`src/rtl/digit_pkg.sv`:
```
// digit_pkg: shared digit width, signed-digit encodings and buffer FSM states
package digit_pkg;
  localparam int DIGIT_W = 2;
  localparam logic [DIGIT_W-1:0] DIG_ZERO = 2'b00;
  localparam logic [DIGIT_W-1:0] DIG_POS  = 2'b01;
  localparam logic [DIGIT_W-1:0] DIG_NEG  = 2'b11;
  typedef enum logic {CLEAR, READY} state_e;
endpackage

```
`src/rtl/digit_ram_mc_if.sv`:
```
// digit_ram_mc_if: write/read/clear bus of the multi-lane digit buffer
interface digit_ram_mc_if
  import digit_pkg::*;
#(
  parameter int DIGIT_W    = digit_pkg::DIGIT_W,
  parameter int NUM_CH     = 4,
  parameter int ADDR_WIDTH = 7
);
  logic                      clear_req;
  logic                      we;
  logic [NUM_CH-1:0]         wr_lane_en;
  logic [ADDR_WIDTH-1:0]     write_addr;
  logic [NUM_CH*DIGIT_W-1:0] data;
  logic                      re;
  logic [ADDR_WIDTH-1:0]     read_addr;
  logic [NUM_CH*DIGIT_W-1:0] q;
  logic                      q_valid;
  logic                      busy;
  modport master (
    output clear_req, we, wr_lane_en, write_addr, data, re, read_addr,
    input  q, q_valid, busy
  );
  modport slave (
    input  clear_req, we, wr_lane_en, write_addr, data, re, read_addr,
    output q, q_valid, busy
  );
endinterface

```
`src/rtl/digit_ram_mc_sweeper.sv`:
```
// ram_clear_sweeper: CLEAR/READY FSM stepping a zeroing address across the whole array
module ram_clear_sweeper
  import digit_pkg::*;
#(
  parameter int ADDR_WIDTH = 7
) (
  input  logic                  clk,
  input  logic                  async_clear_n,
  input  logic                  clear_req_i,
  output logic                  busy_o,
  output logic                  sweep_we_o,
  output logic [ADDR_WIDTH-1:0] sweep_addr_o
);
  state_e                state_q, state_d;
  logic [ADDR_WIDTH-1:0] cnt_q, cnt_d;
  always_comb begin
    state_d = state_q;
    cnt_d   = cnt_q;
    if (state_q == CLEAR) begin
      cnt_d   = cnt_q + 1'b1;
      state_d = &cnt_q ? READY : CLEAR;
    end else if (clear_req_i) begin
      state_d = CLEAR;
      cnt_d   = '0;
    end
  end
  always_ff @(posedge clk or negedge async_clear_n) begin
    if (!async_clear_n) begin
      state_q <= CLEAR;
      cnt_q   <= '0;
    end else begin
      state_q <= state_d;
      cnt_q   <= cnt_d;
    end
  end
  assign busy_o       = state_q == CLEAR;
  assign sweep_we_o   = state_q == CLEAR;
  assign sweep_addr_o = cnt_q;
endmodule

```
`src/rtl/digit_ram_mc.sv`:
```
// digit_ram_mc: multi-lane signed-digit buffer RAM with registered read and sweep clear
module digit_ram_mc
  import digit_pkg::*;
#(
  parameter int DIGIT_W    = digit_pkg::DIGIT_W,
  parameter int NUM_CH     = 4,
  parameter int ADDR_WIDTH = 7,
  parameter int BYPASS     = 0
) (
  input  logic           clk,
  input  logic           async_clear_n,
  digit_ram_mc_if.slave  bus
);
  localparam int DW    = NUM_CH * DIGIT_W;
  localparam int DEPTH = 2 ** ADDR_WIDTH;
  logic [DW-1:0]         mem [DEPTH];
  logic                  busy, sweep_we;
  logic [ADDR_WIDTH-1:0] sweep_addr, wa;
  logic                  wr_en;
  logic [NUM_CH-1:0]     lane_we;
  logic [DW-1:0]         wd, lane_mask, rd_old, rd_word, q_q, q_d;
  logic                  q_valid_q;
  ram_clear_sweeper #(.ADDR_WIDTH(ADDR_WIDTH)) u_sweeper (
    .clk          (clk),
    .async_clear_n(async_clear_n),
    .clear_req_i  (bus.clear_req),
    .busy_o       (busy),
    .sweep_we_o   (sweep_we),
    .sweep_addr_o (sweep_addr)
  );
  always_comb begin
    lane_mask = '0;
    for (int k = 0; k < NUM_CH; k++)
      lane_mask[k*DIGIT_W +: DIGIT_W] = {DIGIT_W{bus.wr_lane_en[k]}};
  end
  // a clear request in READY takes priority over a coincident user write
  assign wr_en   = sweep_we | (bus.we & ~bus.clear_req);
  assign wa      = sweep_we ? sweep_addr : bus.write_addr;
  assign wd      = sweep_we ? '0 : bus.data;
  assign lane_we = sweep_we ? '1 : bus.wr_lane_en;
  always_ff @(posedge clk) begin
    if (wr_en)
      for (int k = 0; k < NUM_CH; k++)
        if (lane_we[k]) mem[wa][k*DIGIT_W +: DIGIT_W] <= wd[k*DIGIT_W +: DIGIT_W];
  end
  assign rd_old  = mem[bus.read_addr];
  assign rd_word = (BYPASS != 0 && wr_en && bus.write_addr == bus.read_addr)
                 ? (rd_old & ~lane_mask) | (bus.data & lane_mask) : rd_old;
  assign q_d     = bus.re ? (busy ? '0 : rd_word) : q_q;
  always_ff @(posedge clk or negedge async_clear_n) begin
    if (!async_clear_n) begin
      q_q       <= '0;
      q_valid_q <= 1'b0;
    end else begin
      q_q       <= q_d;
      q_valid_q <= bus.re;
    end
  end
  assign bus.q       = q_q;
  assign bus.q_valid = q_valid_q;
  assign bus.busy    = busy;
endmodule

```
`src/flat_wrapper.sv`:
```
// flat-port wrapper written by rule: the top's interface ports become plain ports
module digit_ram_mc_flat import digit_pkg::*;
#(
  parameter int DIGIT_W    = digit_pkg::DIGIT_W,
  parameter int NUM_CH     = 4,
  parameter int ADDR_WIDTH = 7,
  parameter int BYPASS     = 0
)
  (clk, async_clear_n, bus_clear_req, bus_we, bus_wr_lane_en, bus_write_addr, bus_data, bus_re, bus_read_addr, bus_q, bus_q_valid, bus_busy);
  digit_ram_mc_if #(.DIGIT_W(DIGIT_W), .NUM_CH(NUM_CH), .ADDR_WIDTH(ADDR_WIDTH)) bus_i ();
  input  logic clk;
  input  logic async_clear_n;
  input wire logic [$bits(bus_i.clear_req)-1:0] bus_clear_req;
  input wire logic [$bits(bus_i.we)-1:0] bus_we;
  input wire logic [$bits(bus_i.wr_lane_en)-1:0] bus_wr_lane_en;
  input wire logic [$bits(bus_i.write_addr)-1:0] bus_write_addr;
  input wire logic [$bits(bus_i.data)-1:0] bus_data;
  input wire logic [$bits(bus_i.re)-1:0] bus_re;
  input wire logic [$bits(bus_i.read_addr)-1:0] bus_read_addr;
  output wire logic [$bits(bus_i.q)-1:0] bus_q;
  output wire logic [$bits(bus_i.q_valid)-1:0] bus_q_valid;
  output wire logic [$bits(bus_i.busy)-1:0] bus_busy;
  assign bus_i.clear_req = bus_clear_req;
  assign bus_i.we = bus_we;
  assign bus_i.wr_lane_en = bus_wr_lane_en;
  assign bus_i.write_addr = bus_write_addr;
  assign bus_i.data = bus_data;
  assign bus_i.re = bus_re;
  assign bus_i.read_addr = bus_read_addr;
  assign bus_q = bus_i.q;
  assign bus_q_valid = bus_i.q_valid;
  assign bus_busy = bus_i.busy;
  digit_ram_mc #(.DIGIT_W(DIGIT_W), .NUM_CH(NUM_CH), .ADDR_WIDTH(ADDR_WIDTH), .BYPASS(BYPASS)) u_core (.clk(clk), .async_clear_n(async_clear_n), .bus(bus_i));
endmodule
```
`config.mk`:
```
export PLATFORM = sky130hd
export DESIGN_NAME = digit_ram_mc_flat
export DESIGN_NICKNAME = d
export VERILOG_FILES = /design/src/rtl/digit_pkg.sv /design/src/rtl/digit_ram_mc_if.sv /design/src/rtl/digit_ram_mc_sweeper.sv /design/src/rtl/digit_ram_mc.sv /design/src/flat_wrapper.sv
export SDC_FILE = /design/constraint.sdc
export NUM_CORES = 1
export LEC_CHECK = 0
export ABC_AREA = 1
export BUFFER_PORTS_ARGS = -buffer_cell sky130_fd_sc_hd__buf_2
export CAP_MARGIN = 30
export CORE_ASPECT_RATIO = 0.8
export CORE_MARGIN = 3
export CORE_UTILIZATION = 45
export CTS_CLUSTER_SIZE = 16
export DETAILED_ROUTE_END_ITERATION = 6
export PLACE_DENSITY = 0.57
export RECOVER_POWER = 25
export SLEW_MARGIN = 20
export SYNTH_ARGS = -nofsm -noshare
export SYNTH_HDL_FRONTEND = slang
export SYNTH_SLANG_ARGS = --single-unit
```
`constraint.sdc`:
```
create_clock -name clk -period 3.8 [get_ports clk]
set_input_delay 0.38 -clock clk [delete_from_list [all_inputs] [get_ports clk]]
set_output_delay 0.38 -clock clk [all_outputs]
set_load 0.02 [all_outputs]
```
# Word-level counts from Yosys, hierarchy flattened
# Memories as Yosys holds them, arrays and structs flattened.
# Cells that the tools add are included.
# word_totals
wordCells	33
mem_count	1
inputBits	31
regBits	17
output_inout_bits	10
ram_bits	1024
# memory_table
name	depth	width	rd	rd_clocked_by_memory_dff	write_ports	line_no	source
u_core.mem	128	8	1	0	1	digit_ram_mc.sv:16	logic [DW-1:0] mem [DEPTH];
# op_classes
n_bitwise	4
eq_ne	1
n_reduce_logical	1
muxes	21
addsub	1
# op_table
cell	count
two-way mux 7 bit	3
two-way mux 8 bit	2
two-way mux 1 bit	15
adder 7 x 1 -> 7 bit, second input constant	1
AND reduction 7 bit	1
two-way mux 4 bit	1
!= test 2 bit, second input constant	1
NOT 1 bit	2
bitwise AND 1 bit	1
OR 1 bit	1

# Depth between registers and ports, before layout
# Gate-level depths: netlist of run 1.
# depth
word_depth	5
depth_mapped	14
ltp_nobuf	11

# By module
# Synthesis of run 1 repeated with hierarchy kept, for this count alone.
# unflattened
cells_unflattened	4197
hier_area_um2	44775.4
# by_module_without_submodules
module	seq_area_each_um2	area_each_um2	n_inst	cells_each
digit_ram_mc	30974.7	44345.0	1	4145
ram_clear_sweeper	200.2	430.4	1	52

# Worst setup path before layout of run 1
# Ideal clock, no wire load.
# synth_timing
path_kind	reg-to-reg
start	register u_core.u_sweeper.state_q
end	memory u_core.mem[0][0] in the netlist's numbering, data pin
setup_time_ns	0.486
path_stages_with_launch	5
t_required_ns	3.314
period_less_slack_ns	2.723
arrival_time_ns	2.237
n_path_buf	2
slack_ns	1.077
path_cell_list	dfrtp_1 > buf_4 > clkbuf_1 > nand2_1 > inv_1
# synth_via
elab_chain_cells	1
# synth_lines
element	line_no	source
from (decl)	digit_ram_mc_sweeper.sv:14	state_e state_q, state_d;
from (signal assigned)	digit_ram_mc_sweeper.sv:32	state_q <= state_d;
two-way mux 8 bit	digit_ram_mc.sv:39	assign wd = sweep_we ? '0 : bus.data;
named net u_core.wd[0]	digit_ram_mc.sv:21	logic [DW-1:0] wd, lane_mask, rd_old, rd_word, q_q, q_d;
to (decl)	digit_ram_mc.sv:16	
# The timed path passes the listed nets, and every way through them passes these cells.

# Worst setup path in the final report of run 1
# layout_timing
start	register u_core.u_sweeper.state_q
end	memory u_core.mem[39][5] in the netlist's numbering, data pin
# The elaborated chain is that of the path after synthesis.

==> reports/metrics.yaml, run 1 <==
final_layout:
  final_common_cell: "nand2_1"
  syn2layout_area_growth_pct: 11.2
  drive_gt1_frac: 0.0756
  fin_nets: 4155
  final_cells: 5510
  n_fill_cell: 8835
  final_cell_mix: "nand2_1 (1,257), edfxtp_1 (1,024), nand3_1 (985)"
global_routing:
  grt_use_total: 0.244
  grt_max_degree: 148
  overflow: 0
  grt_pass1_vias: 29900
  antenna_found_initial: 2
  grt_pass1_wl_mm: 189
critical_path:
  critPathTopFamily: "buffers and inverters"
  crit_top_cell: "buf_4"
  rrSetupSlack_ns: 0.52
  r2r_start: "u_core.u_sweeper.state_q$_DFF_PN0_"
  worstSetupPathType: "flip-flop to flip-flop"
  required_ns: 4.18
  r2r_end: "u_core.mem[39][5]$_DFFE_PP_"
  reg2regPathDepth: 5
  worst_path_max_delay_cell: "clkbuf_2"
  slowest_delay_ns: 1.02
  cp-end-kind: "flip-flop"
  worstPathArrival_ns: 3.65
  path_cells: "buf_4 -> nand2_1 -> clkinvlp_2 -> clkbuf_2 -> buf_4"
  worstPathMaxFanout: 60
  startpoint_type: "flip-flop"
  critical_path_buf_inv_count: 4
die:
  ios: 41
  fp.dieW_um: 358
  design.core.area_sq_um: 97600
  rows: 102
  dieHeight_um: 288
  initial_utilization: 0.458
  die-area_sq_um: 103000
routing:
  vias: 31000
  drt_iter0_drc: 3107
  drcViolationCount: 0
  avgRoutedWirePerCell_um: 22.7
  dr.pass1.iters: 6
  wl_mm: 125
  drtAntennaViolNets: 0
  drt-vias-per-instance: 5.63
synthesis:
  yosysSeqAreaShare: 0.698
  yosys_warnings: 0
  synthCells: 4185
  synth_area_sq_um: 44700
  synth_seq_cells: 1041
  synth_nets: 4217
  synth_cell_type_count: 27
  syn_area_per_cell_sq_um: 10.7
power:
  power.leakage_uw: 0.0191
  power_density_nw_per_um2: 548
  ir_drop_uv: 397
min_path:
  hp-start: "bus_read_addr[6]"
  hold_depth: 4
  whs_endpoint: "u_core.bus.q[5]$_DFFE_PN0P_"
  hold_path_class: "input pin to flip-flop"
clocking:
  clk_pin_slew_ns: 0.06
  clock_latency_ns: 0.68
  cts-buffers-inserted: 104
  cts_max_path_buffers: 3
  post_cts_resize_count: 0
  cts_root_buf: "clkbuf_16"
  cts_tree: "built"
  cts.htree.levels: 3
  ctsHoldBuffers: 3
  cts_setup_buffers: 0
  clock-sinks: 1041
timing:
  fin_skew_ns: 0.0221
  period_share: 0.862
  period_minus_slack_ns: 3.28
  report.final.hold_viol_count: 0
  setup-violations-final: 0
  worstMarginPinSlew_ns: 2.37
  setup_tns_ns: 0
  drv_slew: 423
  grt_setup_unrepaired: "no"
  setup_slack_ns: 0.525
  slew_headroom: -0.579
  clock.fmax_mhz: 305
run:
  drv_cap: 8
placement:
  dp_cells: 5312
  dp_hpwl_mm: 72.8
  gp_congestion: 0.820
  numPortBuffers: 40
  dp_slack_ns: 0.871
run_status:
  violations: "capacitance limit, slew limit"
  status: "finished with violations"
[cell usage after synthesis]
cell type,n,area share
nand2_1,1257,0.11
edfxtp_1,1024,0.69
nand3_1,985,0.11
nor2_1,519,0.044
buf_2,116,0.013
clkbuf_1,102,0.0086
buf_4,38,0.0064
buf_1,33,0.0028
inv_1,27,0.0023
dfrtp_1,17,0.0095
nor2_2,15,0.0021
nor2_4,9,0.0023
inv_2,8,0.00067
o21ai_0,8,0.00090
a21oi_1,5,0.00056
or2_1,4,0.00056
nor3_1,3,0.00034
o21ai_2,3,0.00059
nand2_2,2,0.00028
nand4_1,2,0.00028
o21ai_1,2,0.00022
a31oi_1,1,0.00014
ha_1,1,0.00028
inv_4,1,0.00014
o21a_1,1,0.00017
o22ai_1,1,0.00014
or2_2,1,0.00014
[logic make-up after synthesis]
logic type | Yosys count | synth area share
adder cells (fa/ha/maj) | 1 | 0.000280
AO/OA/AOI/OAI | 21 | 0.00272
AND/OR/NAND/NOR | 2797 | 0.265
buffers and inverters | 325 | 0.0338
flip-flops | 1041 | 0.698
[routing by layer]
layer	wire, um	share of wire	GRT usage	up-vias
li1	-	-	-	14400
met1	55800	0.45	0.359	15200
met2	55400	0.44	0.369	1260
met3	10900	0.087	0.0516	187
met4	3000	0.024	0.0633	4
met5	26	0.00021	0	-
[area by class of cell]
class | count | area [sq um] | share of cell area
antenna | 3 | 7.51 | 0.000151
clock buffer | 121 | 2730 | 0.0549
clock inverter | 69 | 787 | 0.0158
inverter | 36 | 170 | 0.00342
multi-input combinational | 2819 | 12100 | 0.243
sequential | 1041 | 31200 | 0.627
tap | 1300 | 1630 | 0.0327
timing repair buffer | 121 | 1140 | 0.0230
[per-stage QoR]
stage	hold WS (ns)	utilization	instance area, sq um	total power, uW
floorplan	0.0844	-	44700	15400
global placement	0.422	0.472	46100	16800
detailed placement	0.408	0.473	46200	16800
CTS	0.0982	0.509	49700	27400
global route	0.158	0.509	49700	28100
finish	0.149	0.509	49700	27200
[registers in the layout, indices dropped and copies added, names as in the netlist]
name                           flops
u_core.bus.q                       8
u_core.bus.q_valid                 1
u_core.mem                      1024
u_core.u_sweeper.state_q           1
u_core.u_sweeper.sweep_addr_o      7
[report_power, final]
part / total, uW / switching, uW / internal [uW]
Sequential: 13300 / 136 / 13100
Combinational: 3360 / 2660 / 701
Clock: 10600 / 4440 / 6170
[worst min-delay path, cell delays in order]
cell	delay, ns
buf_2	0.17
nand3_1	0.10
nand3_1	0.08
nand2_1	0.06
[how the worst max path moves through the flow]
| stage | from | cells past startpoint | endpoint |
|---|---|---|---|
| final | u_core.u_sweeper.state_q$_DFF_PN0_ | 5 | u_core.mem[39][5]$_DFFE_PP_ |
| after global routing | u_core.u_sweeper.state_q$_DFF_PN0_ | 4 | u_core.mem[58][7]$_DFFE_PP_ |
| after CTS | u_core.u_sweeper.state_q$_DFF_PN0_ | 8 | u_core.mem[59][7]$_DFFE_PP_ |
| after detailed placement | u_core.u_sweeper.state_q$_DFF_PN0_ | 8 | u_core.mem[59][6]$_DFFE_PP_ |
| after global placement | u_core.u_sweeper.state_q$_DFF_PN0_ | 8 | u_core.mem[59][6]$_DFFE_PP_ |
| after floorplan | u_core.u_sweeper.state_q$_DFF_PN0_ | 4 | u_core.mem[0][0]$_DFFE_PP_ |
(Power assumes the default switching activity.)
==> inputs of run 2 (changes only) <==
CELL_PAD_IN_SITES_DETAIL_PLACEMENT = 0   (was not set)
CELL_PAD_IN_SITES_GLOBAL_PLACEMENT = 1   (was not set)
CTS_BUF_LIST = sky130_fd_sc_hd__clkbuf_8 sky130_fd_sc_hd__clkbuf_16   (was not set)
PLACE_DENSITY = 0.68   (was 0.57)
==> run 2 against run 1 <==
- the run still ends with capacitance limit, slew limit left
- critical path depth decreased by 1
- final cell count decreased by 0.16%
- sequential share of layout area increased by 0.25 points
- critical path type unchanged
==> reports/metrics.yaml, run 2 (same netlist as run 1, synthesis figures left out) <==
clocking:
  cts_root_buf: "clkbuf_16"
  cts_tree: "built"
  post_cts_resize_count: 0
  clk_pin_slew_ns: 0.06
  cts_max_path_buffers: 3
  clock-sinks: 1041
  clock_latency_ns: 0.67
  ctsHoldBuffers: 2
  cts-buffers-inserted: 105
  cts.htree.levels: 3
  cts_setup_buffers: 0
routing:
  avgRoutedWirePerCell_um: 23.7
  drt-vias-per-instance: 5.58
  dr.pass1.iters: 6
  drtAntennaViolNets: 0
  drcViolationCount: 0
  vias: 30700
  drt_iter0_drc: 3141
  wl_mm: 130
placement:
  dp_hpwl_mm: 75.1
  gp_congestion: 0.794
  dp_cells: 5308
  numPortBuffers: 40
power:
  ir_drop_uv: 483
  power_density_nw_per_um2: 543
  power.leakage_uw: 0.0190
timing:
  worstMarginPinSlew_ns: 2.46
  grt_setup_unrepaired: "no"
  setup_tns_ns: 0
  clock.fmax_mhz: 295
  fin_skew_ns: 0.0220
  report.final.hold_viol_count: 0
  period_minus_slack_ns: 3.39
  drv_slew: 294
  period_share: 0.891
  slew_headroom: -0.637
  setup-violations-final: 0
final_layout:
  diodes: 0
  fin_nets: 4149
  largest_reg_flops: 1024
  final_cell_mix: "nand2_1 (1,257), edfxtp_1 (1,024), nand3_1 (985)"
  largest_register: "u_core.mem"
  syn2layout_area_growth_pct: 10.8
  final_cells: 5501
  final_common_cell: "nand2_1"
  drive_gt1_frac: 0.0714
critical_path:
  rrSetupSlack_ns: 0.41
  cp-endpoint: "u_core.mem[57][7]$_DFFE_PP_"
  startpoint_type: "flip-flop"
  worstPathMaxFanout: 66
  r2r_end: "u_core.mem[57][7]$_DFFE_PP_"
  crit_start: "u_core.u_sweeper.state_q$_DFF_PN0_"
  worstPathArrival_ns: 3.58
  worstSetupPathType: "flip-flop to flip-flop"
  required_ns: 4.00
  reg2regPathDepth: 4
  cp-end-kind: "flip-flop"
  r2r_start: "u_core.u_sweeper.state_q$_DFF_PN0_"
die:
  rows: 102
  die-area_sq_um: 103000
  design.core.area_sq_um: 97600
  fp.dieW_um: 358
  initial_utilization: 0.458
  ios: 41
  dieHeight_um: 288
global_routing:
  antenna_found_initial: 5
  grt_pass1_vias: 29800
  grt_use_total: 0.253
  overflow: 0
  grt_max_degree: 129
  grt_pass1_wl_mm: 192
min_path:
  hold_path_class: "input pin to flip-flop"
run_status:
  violations: "capacitance limit, slew limit"
  status: "finished with violations"
run:
  drv_cap: 6
run 2: cell count changes in the layout (fill, tap and decap cells not counted), moves of 5 or more:
cell / change
clkinv_1: +10
clkbuf_1: -14
inv_1: +17
clkinv_2: -5
buf_12: +7
buf_4: -6
run 2: worst min path at each step:
stage | slack, ns | cells past startpoint | end | start
after global placement | 0.40 | 1 | u_core.u_sweeper.sweep_addr_o[3]$_DFFE_PN0P_ | async_clear_n
after global routing | 0.07 | 3 | u_core.u_sweeper.sweep_addr_o[6]$_DFFE_PN0P_ | bus_clear_req
after CTS | 0.03 | 3 | u_core.u_sweeper.sweep_addr_o[6]$_DFFE_PN0P_ | bus_clear_req
after floorplan | 0.08 | 0 | u_core.bus.q[0]$_DFFE_PN0P_ | async_clear_n
final | 0.07 | 3 | u_core.u_sweeper.sweep_addr_o[6]$_DFFE_PN0P_ | bus_clear_req
after detailed placement | 0.39 | 1 | u_core.u_sweeper.sweep_addr_o[1]$_DFFE_PN0P_ | async_clear_n
run 2: critical path: stages (launching register included):
cell	delay, ns
dfrtp_1	0.37
buf_4	0.21
nand2_1	0.10
clkinvlp_2	1.17
clkbuf_4	0.95
run 2: stage by stage:
| stage | instance area, sq um | util | worst slack, ns | hold slack (ns) | power, uW |
|---|---|---|---|---|---|
| 3_5_place_dp | 46200 | 0.473 | 0.796 | 0.394 | 16900 |
| 3_3_place_gp | 46200 | 0.473 | 0.825 | 0.400 | 16900 |
| 4_1_cts | 49600 | 0.508 | 0.789 | 0.0310 | 27000 |
| 2_1_floorplan | 44700 | - | 1.08 | 0.0844 | 15400 |
| 5_1_grt | 49500 | 0.507 | 0.307 | 0.0747 | 27900 |
| 6_report | 49500 | 0.507 | 0.414 | 0.0678 | 26900 |
run 2: power breakdown:
part	switching [uW]	internal (uW)
clock	4330	5840
sequential	131	13100
combinational	2750	703
run 2: routing by layer:
layer	GRT usage	vias up	wire length (um)
met5	0	-	9
met4	0.0599	2	2920
met3	0.0459	179	11500
met2	0.383	1164	57000
met1	0.380	15000	58700
li1	-	14300	-
run 2: final cells by class:
type / count / area [sq um]
Clock buffer: 106 / 2640
Clock inverter: 85 / 713
Fill cell: 8778 / 48100
Inverter: 36 / 170
Multi-Input combinational cell: 2819 / 12100
Sequential cell: 1041 / 31200
Tap cell: 1300 / 1630
Timing Repair Buffer: 114 / 1110
